<file path="src/rtl/voq_wr_ctrl_if.sv">
// ---------------------------------------------------------------------------
// voq_wr_ctrl_if
// Groups the cell-input handshake and the VOQ read/status signals of one
// switch input port.
//   master : the port / switch controller side (drives cells and read requests)
//   slave  : the VOQ bank (voq_wr_ctrl)
// Signals:
//   in_valid/in_ready/in_sop/in_dest/in_data : cell word stream into the bank
//   full_out[d]                               : VOQ d holds at least one cell
//   rd_en/rd_sel                              : read request for one cell
//   rd_valid/rd_data/rd_busy                  : cell word stream out of the bank
//   err_out                                   : one-cycle protocol error pulse
// ---------------------------------------------------------------------------
`ifndef PORT_NUB_TOTAL
`define PORT_NUB_TOTAL 4
`endif

interface voq_wr_ctrl_if #(
    parameter int PORT_NUB   = `PORT_NUB_TOTAL,
    parameter int WIDTH_SEL  = (PORT_NUB > 1) ? $clog2(PORT_NUB) : 1,
    parameter int DATA_WIDTH = 32
);
    logic                  in_valid;
    logic                  in_ready;
    logic                  in_sop;
    logic [WIDTH_SEL-1:0]  in_dest;
    logic [DATA_WIDTH-1:0] in_data;
    logic [PORT_NUB-1:0]   full_out;
    logic                  rd_en;
    logic [WIDTH_SEL-1:0]  rd_sel;
    logic                  rd_valid;
    logic [DATA_WIDTH-1:0] rd_data;
    logic                  rd_busy;
    logic                  err_out;

    modport master (
        output in_valid, in_sop, in_dest, in_data, rd_en, rd_sel,
        input  in_ready, full_out, rd_valid, rd_data, rd_busy, err_out
    );

    modport slave (
        input  in_valid, in_sop, in_dest, in_data, rd_en, rd_sel,
        output in_ready, full_out, rd_valid, rd_data, rd_busy, err_out
    );
endinterface

</file>
<file path="src/rtl/voq_wr_ctrl.sv">
// ---------------------------------------------------------------------------
// voq_wr_ctrl
// Input-side virtual output queue bank for one switch input port. Fixed-length
// cells arriving on the input stream are steered into the VOQ of their
// destination; a controller later drains one cell at a time via rd_en/rd_sel.
// Ports:
//   clk  : clock
//   rst  : synchronous active-high reset
//   bus  : voq_wr_ctrl_if.slave (input stream, read request/stream, status)
// Storage is PORT_NUB x VOQ_DEPTH x CELL_LEN words. Each VOQ keeps a write
// cell pointer, a read cell pointer and a committed-cell count. A cell being
// read stays counted until its last word leaves, so its slot cannot be
// overwritten while it is streaming out.
// ---------------------------------------------------------------------------
`ifndef PORT_NUB_TOTAL
`define PORT_NUB_TOTAL 4
`endif

module voq_wr_ctrl #(
    parameter int PORT_NUB   = `PORT_NUB_TOTAL,
    parameter int WIDTH_SEL  = (PORT_NUB > 1) ? $clog2(PORT_NUB) : 1,
    parameter int DATA_WIDTH = 32,
    parameter int CELL_LEN   = 4,
    parameter int VOQ_DEPTH  = 2
) (
    input  logic          clk,
    input  logic          rst,
    voq_wr_ctrl_if.slave  bus
);

    localparam int IW = $clog2(CELL_LEN);
    localparam int PW = (VOQ_DEPTH > 1) ? $clog2(VOQ_DEPTH) : 1;
    localparam int CW = $clog2(VOQ_DEPTH + 1);

    localparam logic [CW-1:0] DEPTH_C  = CW'(VOQ_DEPTH);
    localparam logic [CW-1:0] CNT_ZERO = {CW{1'b0}};
    localparam logic [CW-1:0] CNT_ONE  = CW'(1);
    localparam logic [IW-1:0] IDX_ZERO = {IW{1'b0}};
    localparam logic [IW-1:0] IDX_ONE  = IW'(1);
    localparam logic [IW-1:0] IDX_LAST = IW'(CELL_LEN - 1);
    localparam logic [PW-1:0] PTR_ZERO = {PW{1'b0}};
    localparam logic [PW-1:0] PTR_ONE  = PW'(1);
    localparam logic [PW-1:0] PTR_LAST = PW'(VOQ_DEPTH - 1);

    typedef enum logic [0:0] {
        ST_IDLE = 1'b0,
        ST_RECV = 1'b1
    } wr_state_e;

    // Cell slot pointer with wrap at the last slot of a VOQ.
    function automatic logic [PW-1:0] ptr_next(input logic [PW-1:0] p);
        ptr_next = (p == PTR_LAST) ? PTR_ZERO : (p + PTR_ONE);
    endfunction

    // Storage
    logic [DATA_WIDTH-1:0] mem_q [PORT_NUB][VOQ_DEPTH][CELL_LEN];

    // Per-VOQ bookkeeping
    logic [PW-1:0] wr_ptr_q [PORT_NUB];
    logic [PW-1:0] rd_ptr_q [PORT_NUB];
    logic [CW-1:0] cnt_q    [PORT_NUB];

    // Write FSM state
    wr_state_e            state_q, state_d;
    logic [WIDTH_SEL-1:0] dest_q, dest_d;
    logic [IW-1:0]        widx_q, widx_d;

    // Write-side decode
    logic                 in_ready_s;
    logic                 wr_en_s;
    logic [WIDTH_SEL-1:0] wr_dest_s;
    logic [IW-1:0]        wr_idx_s;
    logic                 commit_s;
    logic                 wr_err_s;

    // Read-side state and decode
    logic                  rd_busy_q;
    logic [WIDTH_SEL-1:0]  rd_sel_q;
    logic [IW-1:0]         ridx_q;
    logic                  rd_valid_q;
    logic [DATA_WIDTH-1:0] rd_data_q;
    logic                  rd_ok_s;
    logic                  rd_err_s;
    logic                  rd_last_s;

    logic                  err_q;
    logic [PORT_NUB-1:0]   inc_s;
    logic [PORT_NUB-1:0]   dec_s;
    logic [PORT_NUB-1:0]   full_s;

    // Write FSM state register.
    always_ff @(posedge clk) begin
        if (rst) begin
            state_q <= ST_IDLE;
            dest_q  <= {WIDTH_SEL{1'b0}};
            widx_q  <= IDX_ZERO;
        end else begin
            state_q <= state_d;
            dest_q  <= dest_d;
            widx_q  <= widx_d;
        end
    end

    // Write FSM next state, input handshake and storage write strobe.
    always_comb begin
        state_d    = state_q;
        dest_d     = dest_q;
        widx_d     = widx_q;
        in_ready_s = 1'b0;
        wr_en_s    = 1'b0;
        wr_dest_s  = dest_q;
        wr_idx_s   = widx_q;
        commit_s   = 1'b0;
        wr_err_s   = 1'b0;
        case (state_q)
            ST_IDLE: begin
                // Stray non-sop words are always swallowed; a sop waits for room.
                if (bus.in_sop) begin
                    in_ready_s = (cnt_q[bus.in_dest] < DEPTH_C);
                end else begin
                    in_ready_s = 1'b1;
                end
                if (bus.in_valid && in_ready_s) begin
                    if (bus.in_sop) begin
                        wr_en_s   = 1'b1;
                        wr_dest_s = bus.in_dest;
                        wr_idx_s  = IDX_ZERO;
                        dest_d    = bus.in_dest;
                        widx_d    = IDX_ONE;
                        state_d   = ST_RECV;
                    end else begin
                        wr_err_s = 1'b1;
                    end
                end else begin
                    state_d = ST_IDLE;
                end
            end
            ST_RECV: begin
                // A sop inside a cell aborts it; the sop is left for IDLE.
                in_ready_s = !bus.in_sop;
                if (bus.in_valid && bus.in_sop) begin
                    wr_err_s = 1'b1;
                    widx_d   = IDX_ZERO;
                    state_d  = ST_IDLE;
                end else if (bus.in_valid) begin
                    wr_en_s = 1'b1;
                    if (widx_q == IDX_LAST) begin
                        commit_s = 1'b1;
                        widx_d   = IDX_ZERO;
                        state_d  = ST_IDLE;
                    end else begin
                        widx_d = widx_q + IDX_ONE;
                    end
                end else begin
                    state_d = ST_RECV;
                end
            end
            default: begin
                state_d = ST_IDLE;
                widx_d  = IDX_ZERO;
            end
        endcase
    end

    // Cell storage write port; contents need no reset.
    always_ff @(posedge clk) begin
        if (wr_en_s) begin
            mem_q[wr_dest_s][wr_ptr_q[wr_dest_s]][wr_idx_s] <= bus.in_data;
        end
    end

    // Read request decode: a busy read port ignores requests silently,
    // but any request to an empty VOQ is flagged.
    always_comb begin
        rd_ok_s   = bus.rd_en && !rd_busy_q && (cnt_q[bus.rd_sel] != CNT_ZERO);
        rd_err_s  = bus.rd_en && (cnt_q[bus.rd_sel] == CNT_ZERO);
        rd_last_s = rd_busy_q && (ridx_q == IDX_LAST);
    end

    // Read streamer: word 0 is launched on acceptance, the rest follow back-to-back.
    always_ff @(posedge clk) begin
        if (rst) begin
            rd_busy_q  <= 1'b0;
            rd_sel_q   <= {WIDTH_SEL{1'b0}};
            ridx_q     <= IDX_ZERO;
            rd_valid_q <= 1'b0;
            rd_data_q  <= {DATA_WIDTH{1'b0}};
        end else if (rd_ok_s) begin
            rd_busy_q  <= 1'b1;
            rd_sel_q   <= bus.rd_sel;
            ridx_q     <= IDX_ONE;
            rd_valid_q <= 1'b1;
            rd_data_q  <= mem_q[bus.rd_sel][rd_ptr_q[bus.rd_sel]][IDX_ZERO];
        end else if (rd_busy_q) begin
            rd_valid_q <= 1'b1;
            rd_data_q  <= mem_q[rd_sel_q][rd_ptr_q[rd_sel_q]][ridx_q];
            if (rd_last_s) begin
                rd_busy_q <= 1'b0;
                ridx_q    <= IDX_ZERO;
            end else begin
                ridx_q <= ridx_q + IDX_ONE;
            end
        end else begin
            rd_valid_q <= 1'b0;
        end
    end

    // Per-VOQ commit / release strobes.
    always_comb begin
        inc_s = {PORT_NUB{1'b0}};
        dec_s = {PORT_NUB{1'b0}};
        for (int d = 0; d < PORT_NUB; d++) begin
            inc_s[d] = commit_s && (dest_q == WIDTH_SEL'(d));
            dec_s[d] = rd_last_s && (rd_sel_q == WIDTH_SEL'(d));
        end
    end

    // Counts and cell pointers; a commit and a release on the same VOQ cancel.
    always_ff @(posedge clk) begin
        for (int d = 0; d < PORT_NUB; d++) begin
            if (rst) begin
                cnt_q[d]    <= CNT_ZERO;
                wr_ptr_q[d] <= PTR_ZERO;
                rd_ptr_q[d] <= PTR_ZERO;
            end else begin
                if (inc_s[d] && !dec_s[d]) begin
                    cnt_q[d] <= cnt_q[d] + CNT_ONE;
                end else if (dec_s[d] && !inc_s[d]) begin
                    cnt_q[d] <= cnt_q[d] - CNT_ONE;
                end else begin
                    cnt_q[d] <= cnt_q[d];
                end
                if (inc_s[d]) begin
                    wr_ptr_q[d] <= ptr_next(wr_ptr_q[d]);
                end else begin
                    wr_ptr_q[d] <= wr_ptr_q[d];
                end
                if (dec_s[d]) begin
                    rd_ptr_q[d] <= ptr_next(rd_ptr_q[d]);
                end else begin
                    rd_ptr_q[d] <= rd_ptr_q[d];
                end
            end
        end
    end

    // Registered error pulse, merged from write and read protocol errors.
    always_ff @(posedge clk) begin
        if (rst) begin
            err_q <= 1'b0;
        end else begin
            err_q <= wr_err_s || rd_err_s;
        end
    end

    // Occupancy flags straight from the committed counts.
    always_comb begin
        full_s = {PORT_NUB{1'b0}};
        for (int d = 0; d < PORT_NUB; d++) begin
            full_s[d] = (cnt_q[d] != CNT_ZERO);
        end
    end

    assign bus.in_ready = in_ready_s && !rst;
    assign bus.full_out = full_s;
    assign bus.rd_valid = rd_valid_q;
    assign bus.rd_data  = rd_data_q;
    assign bus.rd_busy  = rd_busy_q;
    assign bus.err_out  = err_q;

endmodule

</file>
<file path="src/flat_wrapper.sv">
// flat-port wrapper written by rule: the top's interface ports become plain ports
module voq_wr_ctrl_flat 
#(
    parameter int PORT_NUB   = `PORT_NUB_TOTAL,
    parameter int WIDTH_SEL  = (PORT_NUB > 1) ? $clog2(PORT_NUB) : 1,
    parameter int DATA_WIDTH = 32,
    parameter int CELL_LEN   = 4,
    parameter int VOQ_DEPTH  = 2
)
  (clk, rst, bus_in_valid, bus_in_sop, bus_in_dest, bus_in_data, bus_rd_en, bus_rd_sel, bus_in_ready, bus_full_out, bus_rd_valid, bus_rd_data, bus_rd_busy, bus_err_out);
  voq_wr_ctrl_if #(.PORT_NUB(PORT_NUB), .WIDTH_SEL(WIDTH_SEL), .DATA_WIDTH(DATA_WIDTH)) bus_i ();
  input  logic clk;
  input  logic rst;
  input wire logic [$bits(bus_i.in_valid)-1:0] bus_in_valid;
  input wire logic [$bits(bus_i.in_sop)-1:0] bus_in_sop;
  input wire logic [$bits(bus_i.in_dest)-1:0] bus_in_dest;
  input wire logic [$bits(bus_i.in_data)-1:0] bus_in_data;
  input wire logic [$bits(bus_i.rd_en)-1:0] bus_rd_en;
  input wire logic [$bits(bus_i.rd_sel)-1:0] bus_rd_sel;
  output wire logic [$bits(bus_i.in_ready)-1:0] bus_in_ready;
  output wire logic [$bits(bus_i.full_out)-1:0] bus_full_out;
  output wire logic [$bits(bus_i.rd_valid)-1:0] bus_rd_valid;
  output wire logic [$bits(bus_i.rd_data)-1:0] bus_rd_data;
  output wire logic [$bits(bus_i.rd_busy)-1:0] bus_rd_busy;
  output wire logic [$bits(bus_i.err_out)-1:0] bus_err_out;
  assign bus_i.in_valid = bus_in_valid;
  assign bus_i.in_sop = bus_in_sop;
  assign bus_i.in_dest = bus_in_dest;
  assign bus_i.in_data = bus_in_data;
  assign bus_i.rd_en = bus_rd_en;
  assign bus_i.rd_sel = bus_rd_sel;
  assign bus_in_ready = bus_i.in_ready;
  assign bus_full_out = bus_i.full_out;
  assign bus_rd_valid = bus_i.rd_valid;
  assign bus_rd_data = bus_i.rd_data;
  assign bus_rd_busy = bus_i.rd_busy;
  assign bus_err_out = bus_i.err_out;
  voq_wr_ctrl #(.PORT_NUB(PORT_NUB), .WIDTH_SEL(WIDTH_SEL), .DATA_WIDTH(DATA_WIDTH), .CELL_LEN(CELL_LEN), .VOQ_DEPTH(VOQ_DEPTH)) u_core (.clk(clk), .rst(rst), .bus(bus_i));
endmodule
</file>
<file path="config.mk">
export PLATFORM = sky130hd
export DESIGN_NAME = voq_wr_ctrl_flat
export DESIGN_NICKNAME = d
export VERILOG_FILES = /design/src/rtl/voq_wr_ctrl_if.sv /design/src/rtl/voq_wr_ctrl.sv /design/src/flat_wrapper.sv
export SDC_FILE = /design/constraint.sdc
export NUM_CORES = 1
export LEC_CHECK = 0
export ABC_AREA = 1
export CAP_MARGIN = 20
export CORE_MARGIN = 2
export CORE_UTILIZATION = 35
export DETAILED_ROUTE_END_ITERATION = 12
export PLACE_DENSITY_LB_ADDON = 0.3
export SLEW_MARGIN = 10
export SYNTH_ARGS = -nofsm -noshare
export SYNTH_HDL_FRONTEND = slang
export SYNTH_SLANG_ARGS = --single-unit
</file>
<file path="constraint.sdc">
create_clock -name clk -period 5.5 [get_ports clk]
set_input_delay 1.1 -clock clk [delete_from_list [all_inputs] [get_ports clk]]
set_output_delay 1.1 -clock clk [all_outputs]
set_load 0.03 [all_outputs]
</file>
# Word-level counts from Yosys, hierarchy flattened

Memory sizes are Yosys's and may differ from the RTL's. A register that Yosys moved wholly into a read port is not among the register bits.
Index checks and enable logic that the tools add are counted.

Bits in registers: 44
Bits in writable memories: 1040
Input bits: 41
Output and inout bits: 40
Logic and storage cells: 324
Memories kept: 4

Add/subtract/negate cells: 18
Magnitude comparators: 8
Equal/unequal tests: 11
Mux-type cells: 191
Bitwise gates (word level): 34
Reduce and logical (&&, ||, !) cells: 48

Memories:

| name            | words | bits a word | rd ports | clocked after memory_dff | write ports | RTL line          | text |
|---|---|---|---|---|---|---|---|
| u_core.mem_q    | 4     | 256         | 2        | 1                        | 1           | voq_wr_ctrl.sv:56 | `logic [DATA_WIDTH-1:0] mem_q [PORT_NUB][VOQ_DEPTH][CELL_LEN];` |
| u_core.cnt_q    | 4     | 2           | 6        | 0                        | 4           | voq_wr_ctrl.sv:61 | `logic [CW-1:0] cnt_q [PORT_NUB];` |
| u_core.rd_ptr_q | 4     | 1           | 6        | 1                        | 4           | voq_wr_ctrl.sv:60 | `logic [PW-1:0] rd_ptr_q [PORT_NUB];` |
| u_core.wr_ptr_q | 4     | 1           | 5        | 0                        | 4           | voq_wr_ctrl.sv:59 | `logic [PW-1:0] wr_ptr_q [PORT_NUB];` |

Operator list:

| operator              | count |
|---|---|
| $mux W128             | 7 |
| $mux W256             | 1 |
| $mux W32              | 5 |
| $mux W1               | 142 |
| $demux W128 S1        | 1 |
| $bmux W32 S2          | 1 |
| $demux W32 S2         | 1 |
| $mux W2               | 28 |
| $or A1 B1 Y1          | 28 |
| $logic_and A1 B1 Y1   | 25 |
| $add A2 B1 Y2 const B | 6 |
| $eq A2 B2 Y1 const B  | 6 |
| $reduce_bool A2 Y1    | 6 |
| $logic_not A1 Y1      | 11 |
| $add A1 B1 Y1 const B | 8 |
| $pmux W1 S2           | 4 |
| $sub A2 B1 Y2 const B | 4 |
| $ge A2 B2 Y1 const B  | 3 |
| $ge A3 B3 Y1 const B  | 2 |
| $logic_not A2 Y1      | 3 |
| $not A1 Y2            | 3 |
| $not A2 Y3            | 2 |
| $eq A2 B1 Y1 const B  | 2 |
| $pmux W2 S2           | 1 |
| 10 further kinds      | 10 |

# Logic depth before layout (Yosys ltp)

Gate-level depths: netlist of run 1.
An unclocked memory read counts as a cell.

Depth after elaboration: 15
Depth in mapped cells: 14
Depth with buffers taken out: 12

# Least setup slack after synthesis of run 1

No wires, ideal clock.

Path kind: input to register
Start point: input bus_in_dest[0]
End point: memory u_core.mem_q[0][0] (netlist name), enable pin
Library setup time: 421 ps
Arrival time: 3412 ps
Data required time: 5079 ps
Slack: 1667 ps
Stages: 11
Buffers on the path: 0
Cells stage by stage: inv_2 nand2_1 nand3_1 nand2_2 nand3_2 nand2_1 nand2_1 nand2_1 nand3_1 nand3_1 nor2_1

Word-level cells in the longest chain between the ends: 15
Elaborated cells on any way between the ends: 27
Classes of those cells: order compare (5); mux (15); bitwise (2); reduce/logical (3); memory (2)

Ends and longest elaborated chain:

| element                                                                   | RTL line           | text |
|---|---|---|
| start, declared                                                           | flat_wrapper.sv:16 | `input wire logic [$bits(bus_i.in_dest)-1:0] bus_in_dest;` |
| $mem_v2 Z4 W2                                                             | --                 |  |
| $lt A2 B2 Y1                                                              | voq_wr_ctrl.sv:119 | `in_ready_s = (cnt_q[bus.in_dest] < DEPTH_C);` |
| $mux W1                                                                   | voq_wr_ctrl.sv:118 | `if (bus.in_sop) begin` |
| $mux W1                                                                   | voq_wr_ctrl.sv:115 | `case (state_q)` |
| $logic_and A1 B1 Y1                                                       | voq_wr_ctrl.sv:123 | `if (bus.in_valid && in_ready_s) begin` |
| $mux W2                                                                   | voq_wr_ctrl.sv:123 |  |
| $mux W2                                                                   | voq_wr_ctrl.sv:115 |  |
| $not A2 Y3 (not written as such)                                          | voq_wr_ctrl.sv:168 | `mem_q[wr_dest_s][wr_ptr_q[wr_dest_s]][wr_idx_s] <= bus.in_data;` |
| $ge A3 B3 Y1 (not written as such) / $lt A3 B1 Y1 (equally long branches) | voq_wr_ctrl.sv:168 |  |
| $logic_and A1 B1 Y1 (not written as such)                                 | voq_wr_ctrl.sv:168 |  |
| $mux W32 (not written as such)                                            | voq_wr_ctrl.sv:168 |  |
| $demux W32 S2                                                             | voq_wr_ctrl.sv:168 |  |
| $mux W128 (not written as such)                                           | voq_wr_ctrl.sv:168 |  |
| $demux W128 S1                                                            | voq_wr_ctrl.sv:168 |  |
| $mux W256 (not written as such)                                           | voq_wr_ctrl.sv:168 |  |
| end, declared                                                             | voq_wr_ctrl.sv:56  |  |

Several ways; a longest one is shown, not always the timed one. The select of a mux whose other input is x is not followed.

# Worst setup path after layout of run 1

Start point: input bus_in_dest[0]
End point: output bus_in_ready

Word-level cells in the longest chain between the ends: 6

Ends and longest elaborated chain:

| element             | RTL line           | text |
|---|---|---|
| $mem_v2 Z4 W2       | --                 |  |
| $lt A2 B2 Y1        | voq_wr_ctrl.sv:119 |  |
| $mux W1             | voq_wr_ctrl.sv:118 |  |
| $mux W1             | voq_wr_ctrl.sv:115 |  |
| $pmux W1 S2         | voq_wr_ctrl.sv:115 |  |
| $logic_and A1 B1 Y1 | voq_wr_ctrl.sv:264 | `assign bus.in_ready = in_ready_s && !rst;` |
| end, declared       | flat_wrapper.sv:20 | `output wire logic [$bits(bus_i.in_ready)-1:0] bus_in_ready;` |

No other way between the ends. The select of a mux whose other input is x is not followed.

==> results of run 1 <==
worst paths after layout:
check                             startpoint                                  end  slack [ns]
max                           bus_in_dest[0]                         bus_in_ready        1.61
min          u_core.rd_sel_q[1]$_SDFFE_PP0P_                             register        0.53
max reg2reg                         register  u_core.bus.rd_data[17]$_SDFFE_PP0P_        1.98
min reg2reg  u_core.rd_sel_q[1]$_SDFFE_PP0P_                             register        0.53
synth_stat cells (all sizes together):
library cell  number
a2111oi            1
a211oi             3
a21oi            161
buf              208
clkbuf            79
dfxtp             46
edfxtp          1040
ha                13
inv              289
nand2           1375
nand3            677
nand3b             3
nand4              2
nor2             233
nor3              17
nor3b              1
o211ai            17
o21ai            312
o22ai             34
o311ai             1
or2               21
xor2               1
power by group through the flow:
| stage | sequential [mW] | clock [mW] | combinational, mW |
|---|---|---|---|
| after floorplan | 9.41 | 0 | 1.25 |
| after detailed placement | 9.42 | 0 | 2.11 |
| after global routing | 9.25 | 8.28 | 2.31 |
| after global placement | 9.42 | 0 | 2.10 |
| after CTS | 9.25 | 7.96 | 2.12 |
| final | 9.24 | 7.87 | 2.12 |
kinds of logic after synthesis:
group | count (synthesis) | synth area share (%)
compound gates | 529 | 5.81
buf+inv | 576 | 5.38
xor+xnor | 1 | 0.0185
flops | 1086 | 68.0
fa+ha+maj | 13 | 0.344
simple gates | 2329 | 20.5
per-stage QoR:
stage	hold slack (ns)	setup WS (ns)	power, mW	utilization, %	instances
2_1_floorplan	0.484	1.67	10.7	-	4534
3_3_place_gp	0.508	1.18	11.5	37.2	6170
3_5_place_dp	0.518	1.17	11.5	37.2	6170
4_1_cts	0.531	1.61	19.3	40.0	6384
5_1_grt	0.565	1.50	19.8	40.0	6384
6_report	0.530	1.61	19.2	40.0	6384
flip-flops by register name, summed over array words and instances (netlist names), 4 cells and up, named ones only:
register	count
u_core.mem_q	1024
u_core.bus.rd_data	32
u_core.cnt_q	8
u_core.rd_ptr_q	4
u_core.wr_ptr_q	4
worst min-delay path, stage by stage (launching register included):
cell	delay [ns]
dfxtp_1	0.32
inv_1	0.09
a21oi_1	0.08
layer usage:
layer | GRT usage, % | part of all wire [%] | vias to the layer above
met3 | 2.81 | 7.0 | 265
met2 | 32.1 | 46 | 1410
li1 | - | - | 15500
met1 | 27.9 | 43 | 16200
met5 | 0 | 0.0092 | -
met4 | 7.65 | 3.9 | 2
area by class of cell:
cell class / instances / area [µm²] / area share [%]
Clock buffer: 139 / 2990 / 5.58
Clock inverter: 75 / 815 / 1.52
Inverter: 289 / 1100 / 2.06
Multi-Input combinational cell: 2872 / 12900 / 24.0
Sequential cell: 1086 / 32200 / 60.1
Tap cell: 1768 / 2210 / 4.13
Timing Repair Buffer: 155 / 1400 / 2.61
==> out/metrics.yaml, run 1 <==
sta:
  period_share_pct: 70.7
  hold_viol: 0
  min_period_ns: 3.89
  slew_headroom_pct: 24.3
  tightest_slew_ns: 1.13
  tns_ns: 0
  rsz0062_at_grt: "no"
  clock_skew_ns: 0.0264
  finalSetupViolCount: 0
  slew_violations: 0
  timing.fmax_ghz: 0.257
critical_path:
  worstSetupStartpointType: "primary input"
  cp_common_cell: "nand3_1"
  slowest_delay_ns: 0.66
  cp-end-kind: "primary output"
  critPathKind: "in2out"
  crit_slowest_cell: "clkdlybuf4s50_1"
  reg2reg_depth: 12
  crit_required_ns: 4.40
  cp_num_cells: 8
  cp.arrival_ns: 2.79
  critPathTopFamily: "buffers and inverters"
  cp_cell_sequence: "clkdlybuf4s50_1 -> inv_2 -> nand2_1 -> nand3_1 -> nand3_1 -> nand3_1 -> inv_1 -> clkdlybuf4s50_1"
  path_max_fanout: 4
  critPathBufInv: 4
synthesis:
  synth_top_area_share_pct: 66.0
  synthesis.nets: 4588
  synth.area.top_cells: "edfxtp_1 66%, nand2_1 11%, nand3_1 7.1%, o21ai_0 2.9%, inv_1 2.2%"
  avgSynthCellArea_um2: 10.4
  ys_ff_latch: 1086
  synth_area_um2: 47300
  syn_inst: 4534
  netlist-cell-type-count: 30
  synth_top_area_cell: "edfxtp_1"
  yosysSeqAreaShare_pct: 68.0
  yosys_warnings: 0
power:
  p_sw_mw: 4.95
  powerDensity_nw_per_um2: 359
  p_seq_share_pct: 48.1
  p_clk_share_pct: 40.9
  ir_drop_mv: 0.270
  leakagePower_nw: 19.8
  power_frac_comb_pct: 11.0
  swShare_pct: 25.8
  p_int_mw: 14.3
detailed_routing:
  route.detailed.drc: 0
  vias_per_cell: 5.23
  dr.pass1.iters: 6
  wirelength_um: 141000
  drt_iter0_drc: 4005
  vias: 33400
  post_drt_wl_per_cell_um: 22.2
  ant_nets: 0
clocking:
  cts_tree: "built"
  ctsLongestPathBuffers: 3
  clkSinkCount: 1086
  holdBufCountCts: 0
  h-tree-depth: 3
  cts_root_buf: "clkbuf_16"
  post_cts_resized: 0
  numCtsBuffers: 116
  path_clk_slew_ns: 0.06
  postCtsSetupBuffers: 0
  clock_latency_ns: 0.71
hold_path:
  hp-class: "reg2reg"
  min_path_cells: 2
run:
  drv_cap: 0
placement:
  placed_area_um2: 49700
  gp_congestion: 0.825
  port_buffers: 80
  dp.final_hpwl_um: 81100
floorplan:
  num_io_pins: 81
  fp.dieW_um: 372
  initial_utilization_pct: 35.4
  rows: 134
  die_h_um: 372
  core_area_um2: 134000
  dieArea_um2: 138000
global_route:
  antenna_found_initial: 3
  grt_pass1_wl_um: 208000
  grt_pass1_vias: 31400
  grtUsageTotal_pct: 20.1
  grt_max_degree: 187
  grt_overflow_total: 0
final_layout:
  n_fill_cell: 12800
  fin_area_um2: 53600
  layout_common_cells: "1370 x nand2_1, 1040 x edfxtp_1, 675 x nand3_1"
  num_antenna_cells: 0
  drive_gt1_share_pct: 7.47
  final_common_cell: "nand2_1"
  nets: 4574
  areaGrowthSynthToFinish_pct: 13.2
outcome:
  status: "finished, final reports clean"
No activity file was read; power rests on OpenSTA's default activity.
==> inputs of run 2 (changes only) <==
Clock period 5.5 ns to 3.43 ns, I/O delays scaled along.
==> run 2 against run 1 <==
Effect of this change: design area increased by 2.2%; critical endpoint unchanged; core utilization increased by 0.88 points; global-route usage about the same; hold slack got worse by 0.016 ns; non-clock buffer count increased by 73; total power increased by 58%; via count increased by 0.53%; setup slack got worse by 1.3 ns; first-iteration DRC count decreased by 13%; highest routed layer is now met4; count of clock-buffer cells in the layout increased by 10.
==> out/metrics.yaml, run 2 (synthesis gave the netlist of run 1 again) <==
outcome:
  status: "finished, final reports clean"
clocking:
  path_clk_slew_ns: 0.06  # about the same
  postCtsSetupBuffers: 0  # unchanged
  clkSinkCount: 1086  # unchanged
  cts_root_buf: "clkbuf_16"
  numCtsBuffers: 115  # -0.86%
  h-tree-depth: 3  # unchanged
  ctsLongestPathBuffers: 3  # unchanged
  holdBufCountCts: 0  # unchanged
  cts_tree: "built"
  clock_latency_ns: 0.70  # about the same
  post_cts_resized: 0  # unchanged
placement:
  gp_congestion: 0.846  # +2.5%
  dp.final_hpwl_um: 85800  # +5.8%
  port_buffers: 80  # unchanged
floorplan:
  initial_utilization_pct: 35.4  # unchanged
  core_area_um2: 134000  # unchanged
  rows: 134  # unchanged
  fp.dieW_um: 372  # unchanged
  die_h_um: 372  # unchanged
  num_io_pins: 81  # unchanged
  dieArea_um2: 138000  # unchanged
sta:
  timing.fmax_ghz: 0.321
  tightest_slew_ns: 0.998  # -0.137 ns
  rsz0062_at_grt: "no"
  slew_violations: 0  # unchanged
  hold_viol: 0  # unchanged
  finalSetupViolCount: 0  # unchanged
  period_share_pct: 90.7
  min_period_ns: 3.11
  clock_skew_ns: 0.0210  # -0.00536 ns
  tns_ns: 0  # unchanged
  slew_headroom_pct: 33.5  # +9.1 points
critical_path:
  critPathKind: "in2out"
  crit_required_ns: 2.74  # -1.66 ns
  slowest_delay_ns: 0.66  # about the same
  cp.arrival_ns: 2.43  # -0.36 ns
  crit_slowest_cell: "clkdlybuf4s50_1"
  cp-end-kind: "primary output"
  path_max_fanout: 4  # unchanged
  worstSetupStartpointType: "primary input"
  cp_cell_sequence: "clkdlybuf4s50_1 -> inv_2 -> nand2_1 -> nand3_1 -> nand3_1 -> nand3_1 -> inv_1 -> clkdlybuf4s50_1"
  cp_common_cell: "nand3_1"
detailed_routing:
  route.detailed.drc: 0  # unchanged
  ant_nets: 0  # unchanged
  vias: 33600  # +0.53%
  vias_per_cell: 5.20  # -0.59%
  wirelength_um: 141000  # -0.56%
  drt_iter0_drc: 3486  # -13%
  post_drt_wl_per_cell_um: 21.8  # -1.7%
  dr.pass1.iters: 6  # unchanged
global_route:
  grt_pass1_wl_um: 209000  # +0.49%
  grt_pass1_vias: 31500  # +0.23%
  grtUsageTotal_pct: 20.1  # about the same
  grt_max_degree: 119  # -36%
  antenna_found_initial: 2  # -1
  grt_overflow_total: 0  # unchanged
final_layout:
  num_antenna_cells: 0  # unchanged
  layout_common_cells: "1370 x nand2_1, 1040 x edfxtp_1, 675 x nand3_1"
  largest_reg_flops: 1024  # unchanged
  drive_gt1_share_pct: 8.79  # +1.3 points
  fin_util_pct: 40.9  # +0.88 points
  areaGrowthSynthToFinish_pct: 15.7
  final_common_cell: "nand2_1"
  nets: 4646  # +1.6%
power:
  ir_drop_mv: 0.403  # +49%
  powerDensity_nw_per_um2: 556  # +55%
  leakagePower_nw: 20.3  # +2.5%
hold_path:
  hp-class: "in2reg"
run:
  drv_cap: 0  # unchanged
[run 2: changes by cell type in the layout (fill, tap and decap cells not counted), moves of 2 or more]
cell             delta
clkdlybuf4s50_1     +3
buf_12             +62
clkinv_2            +6
clkbuf_8            +3
inv_6               -2
buf_2               -3
clkinv_4            -3
clkinv_1            -5
bufinv_16           -5
clkbuf_1            +7
buf_4              +11
[run 2: worst max-delay path, delay by kind of cell]
family        cells  cell delay (ns)
buf+inv           4             1.36
simple gates      4             0.37
[run 2: path summary, 6_finish.rpt]
path / startpoint / end / slack (ns) / cells after the start
worst min register to register: u_core.rd_sel_q[1]$_SDFFE_PP0P_ / register / 0.52 / 2
worst min-delay path: bus_rd_sel[0] / register / 0.51 / 3
worst max register to register: register / u_core.bus.rd_data[27]$_SDFFE_PP0P_ / 0.73 / 10
worst max-delay path: bus_in_dest[0] / bus_in_ready / 0.32 / 8
[run 2: per-layer routing]
metal	track usage, %	wire (µm)
met1	27.7	59400
met2	32.4	66100
met3	2.70	9960
met4	7.61	5120
met5	0	0
[run 2: cell type report]
class,instances,area (µm²)
inverters,289,1100
flip-flops and latches,1086,32200
fillers,12700,79100
well taps,1768,2210
repair buffers,228,2740
multi-input cells,2872,12900
clock buffers,149,3060
clock inverters,64,589
[run 2: report_power, final]
group | switching (mW) | internal [mW]
combinational | 2.56 | 0.972
sequential | 0.100 | 14.7
clock | 5.14 | 7.01
[run 2: stage by stage]
stage | area, µm² | instances | hold slack [ns] | power (mW) | worst slack, ns
6_report | 54700 | 6456 | 0.514 | 30.4 | 0.318
5_1_grt | 54700 | 6456 | 0.518 | 31.5 | 0.242
4_1_cts | 54700 | 6456 | 0.471 | 30.6 | 0.322
3_5_place_dp | 51100 | 6243 | 0.507 | 18.6 | 0.0154
3_3_place_gp | 51100 | 6243 | 0.508 | 18.6 | -0.0441
2_1_floorplan | 47300 | 4534 | 0.484 | 17.1 | 0.0106
